### src/rtl/conv_addr_gen_pkg.sv
`default_nettype none
// ============================================================================
// Module      : conv_addr_gen_pkg
// Description : Shared widths, pipeline depth and flag bundle type for the
//               convolution address generator and its configuration block.
//               c_data_size  - width of layer dimension inputs
//               c_loop_bit   - width of loop indices
//               c_addr_w     - width of every generated address
//               c_pipe_depth - number of pipeline stages (valid chain length)
// Revision    : 1.0 - initial release
// ============================================================================
package conv_addr_gen_pkg;

    localparam int c_data_size  = 16;
    localparam int c_loop_bit   = 8;
    localparam int c_addr_w     = 20;
    localparam int c_pipe_depth = 3;

    // Accumulation / layer markers travelling alongside each tuple.
    typedef struct packed {
        logic first;
        logic last;
        logic layer;
    } acc_flags_t;

endpackage : conv_addr_gen_pkg
`default_nettype wire

### src/rtl/conv_addr_cfg.sv
`default_nettype none
// ============================================================================
// Module      : conv_addr_cfg
// Description : Layer constant registers for the address generator. Latches
//               the layer dimensions on an accepted cfg_load (pipeline idle)
//               and precomputes the plane sizes used by the address datapath.
//               A cfg_load while the pipeline is busy is dropped and reported
//               with a one-cycle cfg_err pulse.
// Ports       : clk, rst (async, active-high)
//               cfg_load, busy         - load request / pipeline occupancy
//               R, C, M, N, K          - layer dimensions
//               cfg_valid, cfg_err     - status
//               iw, pin, pout, kk      - derived constants (ADDR_W)
//               kr, cr, nr             - kernel size, output cols, input maps
//               kr_m1 .. r_m1          - last-index values for flag compares
// Revision    : 1.0 - initial release
// ============================================================================
module conv_addr_cfg
    import conv_addr_gen_pkg::*;
#(
    parameter int DATA_SIZE = c_data_size,
    parameter int ADDR_W    = c_addr_w
) (
    input  logic                 clk,
    input  logic                 rst,
    input  logic                 cfg_load,
    input  logic                 busy,
    input  logic [DATA_SIZE-1:0] R,
    input  logic [DATA_SIZE-1:0] C,
    input  logic [DATA_SIZE-1:0] M,
    input  logic [DATA_SIZE-1:0] N,
    input  logic [DATA_SIZE-1:0] K,
    output logic                 cfg_valid,
    output logic                 cfg_err,
    output logic [ADDR_W-1:0]    iw,
    output logic [ADDR_W-1:0]    pin,
    output logic [ADDR_W-1:0]    pout,
    output logic [ADDR_W-1:0]    kk,
    output logic [ADDR_W-1:0]    kr,
    output logic [ADDR_W-1:0]    cr,
    output logic [ADDR_W-1:0]    nr,
    output logic [DATA_SIZE-1:0] kr_m1,
    output logic [DATA_SIZE-1:0] cr_m1,
    output logic [DATA_SIZE-1:0] nr_m1,
    output logic [DATA_SIZE-1:0] m_m1,
    output logic [DATA_SIZE-1:0] r_m1
);

    logic                 w_accept;
    logic [ADDR_W-1:0]    w_iw;
    logic [ADDR_W-1:0]    w_ih;

    logic                 r_cfg_valid;
    logic                 r_cfg_err;
    logic [ADDR_W-1:0]    r_iw;
    logic [ADDR_W-1:0]    r_pin;
    logic [ADDR_W-1:0]    r_pout;
    logic [ADDR_W-1:0]    r_kk;
    logic [DATA_SIZE-1:0] r_k;
    logic [DATA_SIZE-1:0] r_c;
    logic [DATA_SIZE-1:0] r_n;
    logic [DATA_SIZE-1:0] r_m;
    logic [DATA_SIZE-1:0] r_r;

    // Constants may only change while no tuple is in flight, so every tuple
    // sees a single consistent layer description through all stages.
    assign w_accept = cfg_load && !busy;

    // Stride 1, no padding: input plane is the output plane grown by K-1.
    assign w_iw = ADDR_W'(C) + ADDR_W'(K) - ADDR_W'(1);
    assign w_ih = ADDR_W'(R) + ADDR_W'(K) - ADDR_W'(1);

    always_ff @(posedge clk or posedge rst) begin
        if (rst) begin
            r_cfg_valid <= 1'b0;
            r_cfg_err   <= 1'b0;
            r_iw        <= '0;
            r_pin       <= '0;
            r_pout      <= '0;
            r_kk        <= '0;
            r_k         <= '0;
            r_c         <= '0;
            r_n         <= '0;
            r_m         <= '0;
            r_r         <= '0;
        end else begin
            r_cfg_err <= cfg_load && busy;
            if (w_accept) begin
                r_cfg_valid <= 1'b1;
                r_iw        <= w_iw;
                r_pin       <= w_ih * w_iw;
                r_pout      <= ADDR_W'(R) * ADDR_W'(C);
                r_kk        <= ADDR_W'(K) * ADDR_W'(K);
                r_k         <= K;
                r_c         <= C;
                r_n         <= N;
                r_m         <= M;
                r_r         <= R;
            end
        end
    end

    assign cfg_valid = r_cfg_valid;
    assign cfg_err   = r_cfg_err;
    assign iw        = r_iw;
    assign pin       = r_pin;
    assign pout      = r_pout;
    assign kk        = r_kk;
    assign kr        = ADDR_W'(r_k);
    assign cr        = ADDR_W'(r_c);
    assign nr        = ADDR_W'(r_n);

    // A zero dimension wraps to all-ones here, so its "last" flag never fires.
    assign kr_m1     = r_k - DATA_SIZE'(1);
    assign cr_m1     = r_c - DATA_SIZE'(1);
    assign nr_m1     = r_n - DATA_SIZE'(1);
    assign m_m1      = r_m - DATA_SIZE'(1);
    assign r_m1      = r_r - DATA_SIZE'(1);

endmodule : conv_addr_cfg
`default_nettype wire

### src/rtl/conv_addr_gen.sv
`default_nettype none
// ============================================================================
// Module      : conv_addr_gen
// Description : Three-stage address generator for a convolution loop nest.
//               Each accepted (rr,cc,mm,nn,ii,jj) tuple yields input-map,
//               weight and output addresses plus accumulate-first/last and
//               layer-last flags. The whole pipeline advances together when
//               the output slot is free or being consumed, else it freezes.
// Ports       : clk, rst (async, active-high)
//               cfg_load, R, C, M, N, K, cfg_valid, cfg_err - layer config
//               busy                                        - any stage valid
//               in_valid/in_ready, rr..jj                   - index tuple in
//               out_valid/out_ready, in_addr, w_addr, o_addr,
//               acc_first, acc_last, layer_last             - result out
// Revision    : 1.0 - initial release
// ============================================================================
module conv_addr_gen
    import conv_addr_gen_pkg::*;
#(
    parameter int DATA_SIZE = c_data_size,
    parameter int LOOP_BIT  = c_loop_bit,
    parameter int ADDR_W    = c_addr_w
) (
    input  logic                 clk,
    input  logic                 rst,
    input  logic                 cfg_load,
    input  logic [DATA_SIZE-1:0] R,
    input  logic [DATA_SIZE-1:0] C,
    input  logic [DATA_SIZE-1:0] M,
    input  logic [DATA_SIZE-1:0] N,
    input  logic [DATA_SIZE-1:0] K,
    output logic                 cfg_valid,
    output logic                 cfg_err,
    output logic                 busy,
    input  logic                 in_valid,
    output logic                 in_ready,
    input  logic [LOOP_BIT-1:0]  rr,
    input  logic [LOOP_BIT-1:0]  cc,
    input  logic [LOOP_BIT-1:0]  mm,
    input  logic [LOOP_BIT-1:0]  nn,
    input  logic [LOOP_BIT-1:0]  ii,
    input  logic [LOOP_BIT-1:0]  jj,
    output logic                 out_valid,
    input  logic                 out_ready,
    output logic [ADDR_W-1:0]    in_addr,
    output logic [ADDR_W-1:0]    w_addr,
    output logic [ADDR_W-1:0]    o_addr,
    output logic                 acc_first,
    output logic                 acc_last,
    output logic                 layer_last
);

    // ---------------------------------------------------------------------
    // Layer constants
    // ---------------------------------------------------------------------
    logic                 w_cfg_valid;
    logic [ADDR_W-1:0]    w_iw, w_pin, w_pout, w_kk, w_kr, w_cr, w_nr;
    logic [DATA_SIZE-1:0] w_kr_m1, w_cr_m1, w_nr_m1, w_m_m1, w_r_m1;
    logic                 w_busy;

    conv_addr_cfg #(
        .DATA_SIZE (DATA_SIZE),
        .ADDR_W    (ADDR_W)
    ) u_cfg (
        .clk       (clk),
        .rst       (rst),
        .cfg_load  (cfg_load),
        .busy      (w_busy),
        .R         (R),
        .C         (C),
        .M         (M),
        .N         (N),
        .K         (K),
        .cfg_valid (w_cfg_valid),
        .cfg_err   (cfg_err),
        .iw        (w_iw),
        .pin       (w_pin),
        .pout      (w_pout),
        .kk        (w_kk),
        .kr        (w_kr),
        .cr        (w_cr),
        .nr        (w_nr),
        .kr_m1     (w_kr_m1),
        .cr_m1     (w_cr_m1),
        .nr_m1     (w_nr_m1),
        .m_m1      (w_m_m1),
        .r_m1      (w_r_m1)
    );

    // ---------------------------------------------------------------------
    // Handshake / valid chain
    // ---------------------------------------------------------------------
    logic [c_pipe_depth-1:0] r_vld;
    logic                    w_adv;
    logic                    w_in_ready;
    logic                    w_in_fire;

    // Output slot free or draining: every stage may move one step.
    assign w_adv      = !r_vld[c_pipe_depth-1] || out_ready;
    assign w_in_ready = w_adv && w_cfg_valid;
    assign w_in_fire  = in_valid && w_in_ready;
    assign w_busy     = |r_vld;

    always_ff @(posedge clk or posedge rst) begin
        if (rst) begin
            r_vld <= '0;
        end else if (w_adv) begin
            // A cycle without a transfer shifts in a bubble.
            r_vld <= {r_vld[c_pipe_depth-2:0], w_in_fire};
        end
    end

    // ---------------------------------------------------------------------
    // Stage 1: plane coordinates, combined map index, flags
    // ---------------------------------------------------------------------
    acc_flags_t          w_s1_flg;
    logic                w_l;

    always_comb begin
        w_l            = (DATA_SIZE'(nn) == w_nr_m1) &&
                         (DATA_SIZE'(ii) == w_kr_m1) &&
                         (DATA_SIZE'(jj) == w_kr_m1);
        w_s1_flg.first = (nn == '0) && (ii == '0) && (jj == '0);
        w_s1_flg.last  = w_l;
        w_s1_flg.layer = w_l &&
                         (DATA_SIZE'(mm) == w_m_m1) &&
                         (DATA_SIZE'(cc) == w_cr_m1) &&
                         (DATA_SIZE'(rr) == w_r_m1);
    end

    logic [ADDR_W-1:0]   r1_row, r1_col, r1_mn;
    logic [LOOP_BIT-1:0] r1_nn, r1_ii, r1_jj, r1_mm, r1_rr, r1_cc;
    acc_flags_t          r1_flg;

    always_ff @(posedge clk or posedge rst) begin
        if (rst) begin
            r1_row <= '0;
            r1_col <= '0;
            r1_mn  <= '0;
            r1_nn  <= '0;
            r1_ii  <= '0;
            r1_jj  <= '0;
            r1_mm  <= '0;
            r1_rr  <= '0;
            r1_cc  <= '0;
            r1_flg <= '0;
        end else if (w_adv && w_in_fire) begin
            r1_row <= ADDR_W'(rr) + ADDR_W'(ii);
            r1_col <= ADDR_W'(cc) + ADDR_W'(jj);
            r1_mn  <= ADDR_W'(mm) * w_nr + ADDR_W'(nn);
            r1_nn  <= nn;
            r1_ii  <= ii;
            r1_jj  <= jj;
            r1_mm  <= mm;
            r1_rr  <= rr;
            r1_cc  <= cc;
            r1_flg <= w_s1_flg;
        end
    end

    // ---------------------------------------------------------------------
    // Stage 2: row/plane bases (the multiplies)
    // ---------------------------------------------------------------------
    logic [ADDR_W-1:0]   r2_ia, r2_wa, r2_oa, r2_col;
    logic [LOOP_BIT-1:0] r2_jj, r2_cc;
    acc_flags_t          r2_flg;

    always_ff @(posedge clk or posedge rst) begin
        if (rst) begin
            r2_ia  <= '0;
            r2_wa  <= '0;
            r2_oa  <= '0;
            r2_col <= '0;
            r2_jj  <= '0;
            r2_cc  <= '0;
            r2_flg <= '0;
        end else if (w_adv && r_vld[0]) begin
            r2_ia  <= ADDR_W'(r1_nn) * w_pin + r1_row * w_iw;
            r2_wa  <= r1_mn * w_kk + ADDR_W'(r1_ii) * w_kr;
            r2_oa  <= ADDR_W'(r1_mm) * w_pout + ADDR_W'(r1_rr) * w_cr;
            r2_col <= r1_col;
            r2_jj  <= r1_jj;
            r2_cc  <= r1_cc;
            r2_flg <= r1_flg;
        end
    end

    // ---------------------------------------------------------------------
    // Stage 3: column offsets, registered outputs
    // ---------------------------------------------------------------------
    logic [ADDR_W-1:0] r3_in, r3_w, r3_o;
    acc_flags_t        r3_flg;

    always_ff @(posedge clk or posedge rst) begin
        if (rst) begin
            r3_in  <= '0;
            r3_w   <= '0;
            r3_o   <= '0;
            r3_flg <= '0;
        end else if (w_adv && r_vld[1]) begin
            r3_in  <= r2_ia + r2_col;
            r3_w   <= r2_wa + ADDR_W'(r2_jj);
            r3_o   <= r2_oa + ADDR_W'(r2_cc);
            r3_flg <= r2_flg;
        end
    end

    assign cfg_valid  = w_cfg_valid;
    assign busy       = w_busy;
    assign in_ready   = w_in_ready;
    assign out_valid  = r_vld[c_pipe_depth-1];
    assign in_addr    = r3_in;
    assign w_addr     = r3_w;
    assign o_addr     = r3_o;
    assign acc_first  = r3_flg.first;
    assign acc_last   = r3_flg.last;
    assign layer_last = r3_flg.layer;

endmodule : conv_addr_gen
`default_nettype wire

### config.mk
export PLATFORM = sky130hd
export DESIGN_NAME = conv_addr_gen
export DESIGN_NICKNAME = d
export VERILOG_FILES = /design/src/rtl/conv_addr_gen_pkg.sv /design/src/rtl/conv_addr_cfg.sv /design/src/rtl/conv_addr_gen.sv
export SDC_FILE = /design/constraint.sdc
export NUM_CORES = 2
export LEC_CHECK = 0
export CAP_MARGIN = 25
export CELL_PAD_IN_SITES_DETAIL_PLACEMENT = 2
export CELL_PAD_IN_SITES_GLOBAL_PLACEMENT = 2
export CORE_MARGIN = 2
export CORE_UTILIZATION = 45
export CTS_BUF_LIST = sky130_fd_sc_hd__clkbuf_8
export DETAILED_ROUTE_END_ITERATION = 10
export PLACE_DENSITY = 0.88
export RECOVER_POWER = 100
export SYNTH_ARGS = -nofsm -noshare
export SYNTH_HDL_FRONTEND = slang
export SYNTH_SLANG_ARGS = --single-unit
### constraint.sdc
create_clock -name clk -period 23 [get_ports clk]
set_input_delay 4.6 -clock clk [delete_from_list [all_inputs] [get_ports clk]]
set_output_delay 4.6 -clock clk [all_outputs]
set_load 0.02 [all_outputs]
; Word-level counts from Yosys, hierarchy flattened
; Index checks and enable logic that the tools add are counted.
[totals]
ff_bits = 438
inputBits = 133
output_inout_bits = 68
elab_cells = 94
[classes]
n_addsub = 18
multipliers = 10
n_eq_ne = 6
n_reduce_logical = 21
[op_table]
columns = op, n
row1 = $eq 8x16->1, 6
row2 = $add 20x20->20, 4
row3 = $sub 16x1->16 const B, 5
row4 = $add 20x8->20, 3
row5 = $mul 20x20->20, 3
row6 = $mul 8x16->20, 3
row7 = $mul 16x16->20, 2
row8 = $mul 8x20->20, 2
row9 = $sub 20x1->20 const B, 2
row10 = $add 16x16->17, 2
row11 = $logic_not 8->1, 3
row12 = $add 8x8->9, 2
row13 = $logic_and 1x1->1, 14
row14 = $reduce_or 3->1, 1
row15 = $logic_not 1->1, 2
row16 = $logic_or 1x1->1, 1

; Longest topological paths before layout
[depth]
word_depth = 7
depth_mapped = 36
mapped_depth_nobuf = 36

; Cells and area by module
; From an unflattened synthesis, not the netlist that was laid out.
[unflattened]
cells_unflattened = 7599
area_unflattened_um2 = 67202.0
[by_module_without_submodules]
columns = module, n_inst, cells_each, area_each_um2, seq_area_each_um2
row1 = conv_addr_gen, 1, 4632, 42019.0, 6080.8
row2 = conv_addr_cfg, 1, 2967, 25182.9, 3953.8

; Worst setup path before layout
; No wires, ideal clock.
[synth_path]
path_kind = input-to-reg
start = input K[1]
end = register u_cfg.r_pin[19], in the netlist u_cfg.pin[19]
setup_ps = 121
arrival_time_ps = 13039
required_time_ps = 22879
slack_ps = 9840
cell_stages = 35
path_buffers = 0
path_cell_list = clkinv_1 fa_1 and2b_4 o22ai_1 xnor2_1 or4_4 nor3_1 nand3_1 o21a_1 a211oi_2 xnor2_2 or2_2 fa_1 inv_1 fa_1 inv_1 fa_1 fa_1 fa_1 inv_1 fa_1 inv_1 fa_1 xor2_1 xnor2_1 xnor2_1 xnor2_1 xnor2_1 xnor3_1 xnor2_1 xnor2_1 xnor2_1 xnor2_1 xnor2_1 o21ai_1
[synth_via]
elab_chain_len = 3
word_cells_on_any_way = 5
classes_between = add/sub (4) / mul (1)
[synth_lines]
columns = element, line
row1 = start: declaration, conv_addr_gen.sv:31  ; input logic [DATA_SIZE-1:0] K,
row2 = $add 16x16->17 (on tied branches), "conv_addr_cfg.sv:71, conv_addr_cfg.sv:70"
row3 = $sub 20x1->20 (on tied branches), "conv_addr_cfg.sv:71, conv_addr_cfg.sv:70"
row4 = $mul 20x20->20 (*), conv_addr_cfg.sv:91  ; r_pin <= w_ih * w_iw;
row5 = end signal: assignment, conv_addr_cfg.sv:91
row6 = end: declaration, conv_addr_cfg.sv:56  ; logic [ADDR_W-1:0] r_pin;
; Every way passes the cells marked *; elsewhere a longest branch is shown, timed or not.
; A chain may end at the register's enable or synchronous reset.

; Final worst setup path
; Ends and elaborated chain as after synthesis.

==> impl_metrics.json <==
{
  "status": "finished with violations",
  "violations": "capacitance limit, slew limit",
  "first_pass_iters": 5,
  "clock-root-buffer": "clkbuf_8",
  "grt_overflow": 0,
  "crit_type": "in -> reg",
  "tritoncts": "yes",
  "synth_xor_area_frac": 0.06186,
  "clock_skew_ns": 0.05481,
  "ys_seq_area_frac": 0.1528,
  "synthesis.area_mm2": 0.06598,
  "synth_compound_area_frac": 0.06178,
  "min_to": "in_addr[12]$_DFFE_PP0P_",
  "grt_pass1_vias": 70520,
  "path_common_cell": "fa_1",
  "hold_class": "reg -> reg",
  "io_buffers": 200,
  "worstHoldStart": "in_addr[12]$_DFFE_PP0P_",
  "wl_per_cell_um": 35.88,
  "syn_nets": 9083,
  "worstReg2RegStart": "r1_ii[2]$_DFFE_PP0P_",
  "place.gp.congestion": 0.8614,
  "antenna_found_initial": 32,
  "post-route-min-period_ns": 16.39,
  "grt_first_pass_wirelength_mm": 487.6,
  "dp_hpwl_mm": 221.8,
  "tns_ns": 0,
  "setup_viol": 0,
  "synth_top_area_frac": 0.3362,
  "synth_area_leaders": "fa_1 (34%), dfrtp_1 (15%), ha_1 (11%), inv_1 (8.2%), nand2_1 (6.3%)",
  "ys.flop_type": "dfrtp_1",
  "grtUsageTotal": 0.4453,
  "critPathMaxStageDelay_ns": 1.15,
  "row_count": 140,
  "fill_cells": 15430,
  "die_w_um": 386.9,
  "drt_wl_total_mm": 333.8,
  "ios": 201,
  "crit_slowest_cell": "dlygate4sd3_1",
  "num_vias": 57820,
  "max_freq_ghz": 0.06103,
  "clock_sinks": 403,
  "rsz0062_at_grt": "no",
  "synthArstFlopShare": 1.000,
  "synth_seq_cells": 403,
  "synth_top_family_by_area": "adder cells",
  "core_area_mm2": 0.1456,
  "synth_area_per_cell_um2": 9.063,
  "drt_iter0_drc": 4875,
  "crit_path_max_fanout": 16,
  "drv_slew": 1030,
  "muxShareOfSynthArea": 0.02293,
  "hold_buffers": 0,
  "ys_warn_count": 0,
  "r2r_cells": 28,
  "ff2ff_setup_slack_ns": 14.12,
  "syn_to_final_growth_pct": 8.293,
  "fin_crit_sh": 0.7124,
  "synthAdderAreaFrac": 0.4428,
  "synth-simple-area-share": 0.1562,
  "die_height_um": 386.9,
  "antenna_left": 0,
  "hold_viol_final": 0,
  "die_area_mm2": 0.1497,
  "mostFrequentLayoutCell": "inv_1",
  "cts_setup_buffers": 0,
  "synth_cell_types": 92,
  "htreeDepth": 3,
  "synth_edf_count": 0,
  "tightest_slew_ns": 9.540,
  "relSlewSlack": -5.360,
  "cts.clk_slew.worst_paths_ns": 0.07,
  "drc": 0,
  "layout_common_cells": "inv_1 (1461), nand2_1 (1109), fa_1 (1108)",
  "cp.arrival_ns": 17.07,
  "max-cap-violations": 15,
  "cp-start-kind": "primary input",
  "yosysTopAreaCell": "fa_1",
  "grt_max_degree": 154,
  "clock_latency_ns": 0.90,
  "final_nets": 9115,
  "whs_path_depth": 2,
  "r2r-end": "r2_wa[18]$_DFFE_PP0P_",
  "initial_core_util": 0.4533,
  "vias_per_cell": 6.214,
  "layout-drive-gt1-share": 0.04758,
  "worst_setup_path_end_kind": "flop",
  "cts_buffer_depth": 3,
  "synthCells": 7280,
  "required_ns": 23.68,
  "cts_resized": 0,
  "cts_buffers": 84
}
[sequential cells by signal, summed over array words and instances (netlist names), 18 cells and up]
signal	count
u_cfg.kk	18
r2_ia	20
u_cfg.pin	20
u_cfg.pout	20
r1_mn	20
r2_oa	20
in_addr	20
u_cfg.iw	20
r2_wa	20
w_addr	20
o_addr	20
[worst max-delay path by stage]
stage / to / startpoint / cells after the start
4_1_cts: u_cfg.pin[19]$_DFFE_PP0P_ / K[1] / 33
6_report: u_cfg.pin[19]$_DFFE_PP0P_ / K[1] / 35
3_5_place_dp: u_cfg.pin[19]$_DFFE_PP0P_ / K[1] / 36
2_1_floorplan: acc_first$_DFFE_PP0P_ / rst / 1
5_1_grt: u_cfg.pout[18]$_DFFE_PP0P_ / rst / 3
3_3_place_gp: u_cfg.pin[19]$_DFFE_PP0P_ / K[1] / 36
[worst max-delay path: cells and delay by family]
kind,cells,cell delay [ns]
XOR/XNOR,3,0.97
adder cells (fa/ha/maj),9,4.37
AO/OA/AOI/OAI,9,2.06
AND/OR/NAND/NOR,6,1.57
buffers and inverters,8,3.46
[cell families after synthesis]
| family | count (synthesis) |
|---|---|
| AND/OR/NAND/NOR | 2182 |
| adder cells (fa/ha/maj) | 1670 |
| AO/OA/AOI/OAI | 664 |
| other | 2 |
| buffers and inverters | 1765 |
| XOR/XNOR | 459 |
| flip-flops | 403 |
| multiplexers | 135 |
[routing by layer]
layer | routed length (um) | vias up | GRT usage
met1 | 108800 | 29740 | 0.4561
met4 | 37500 | 24 | 0.4192
met2 | 160000 | 3845 | 0.7413
met3 | 27370 | 2148 | 0.1162
li1 | - | 22070 | -
met5 | 152 | - | 0
[synthesized netlist by cell type, types with 4 or more instances]
| master | number |
|---|---|
| clkbuf_8 | 4 |
| nand3_1 | 49 |
| mux2_2 | 129 |
| a31oi_1 | 8 |
| mux2i_1 | 6 |
| nor2_1 | 225 |
| a22o_1 | 4 |
| nand2_1 | 1109 |
| o2111ai_1 | 11 |
| a211o_1 | 7 |
| and3_1 | 21 |
| or3_1 | 10 |
| nor3_1 | 43 |
| xnor2_1 | 343 |
| o21bai_1 | 75 |
| nand3b_1 | 6 |
| nand2b_1 | 35 |
| o21a_1 | 14 |
| nor4_1 | 24 |
| xor2_1 | 111 |
| a211oi_1 | 13 |
| o31ai_1 | 16 |
| or2_2 | 40 |
| clkbuf_1 | 309 |
| a21oi_1 | 141 |
| nor2b_1 | 7 |
| nand4_1 | 13 |
| fa_1 | 1108 |
| and2_1 | 564 |
| inv_1 | 1439 |
| buf_1 | 5 |
| a21o_1 | 49 |
| o211ai_1 | 4 |
| o21ai_0 | 272 |
| ha_1 | 562 |
| a21boi_0 | 5 |
| dfrtp_1 | 403 |
| or4_1 | 12 |
[area by class of cell]
cell class	instances	area, um2	share of cell area
inverters	1441	5410	0.07572
diodes	11	27.53	0.0003852
well taps	1917	2399	0.03357
clock buffers	103	1418	0.01984
repair buffers	270	2476	0.03465
clock inverters	48	442.9	0.006199
multi-input cells	5112	49190	0.6885
flip-flops and latches	403	10080	0.1411
[metrics by stage]
step / instances / setup slack [ns] / util / hold slack (ns) / instance area, um2
6_report: 9305 / 6.614 / 0.4909 / 0.4754 / 71450
5_1_grt: 9300 / 5.609 / 0.4908 / 0.5107 / 71440
4_1_cts: 9285 / 7.142 / 0.4910 / 0.4894 / 71470
3_5_place_dp: 9134 / 7.173 / 0.4782 / 0.4773 / 69610
3_3_place_gp: 9134 / 7.877 / 0.4782 / 0.4544 / 69610
2_1_floorplan: 7280 / 7.191 / - / 0.4417 / 65980
Power is left out: the tool's default activity adds up to more than one toggle a clock period on the data nets, which glitch-free logic cannot reach.
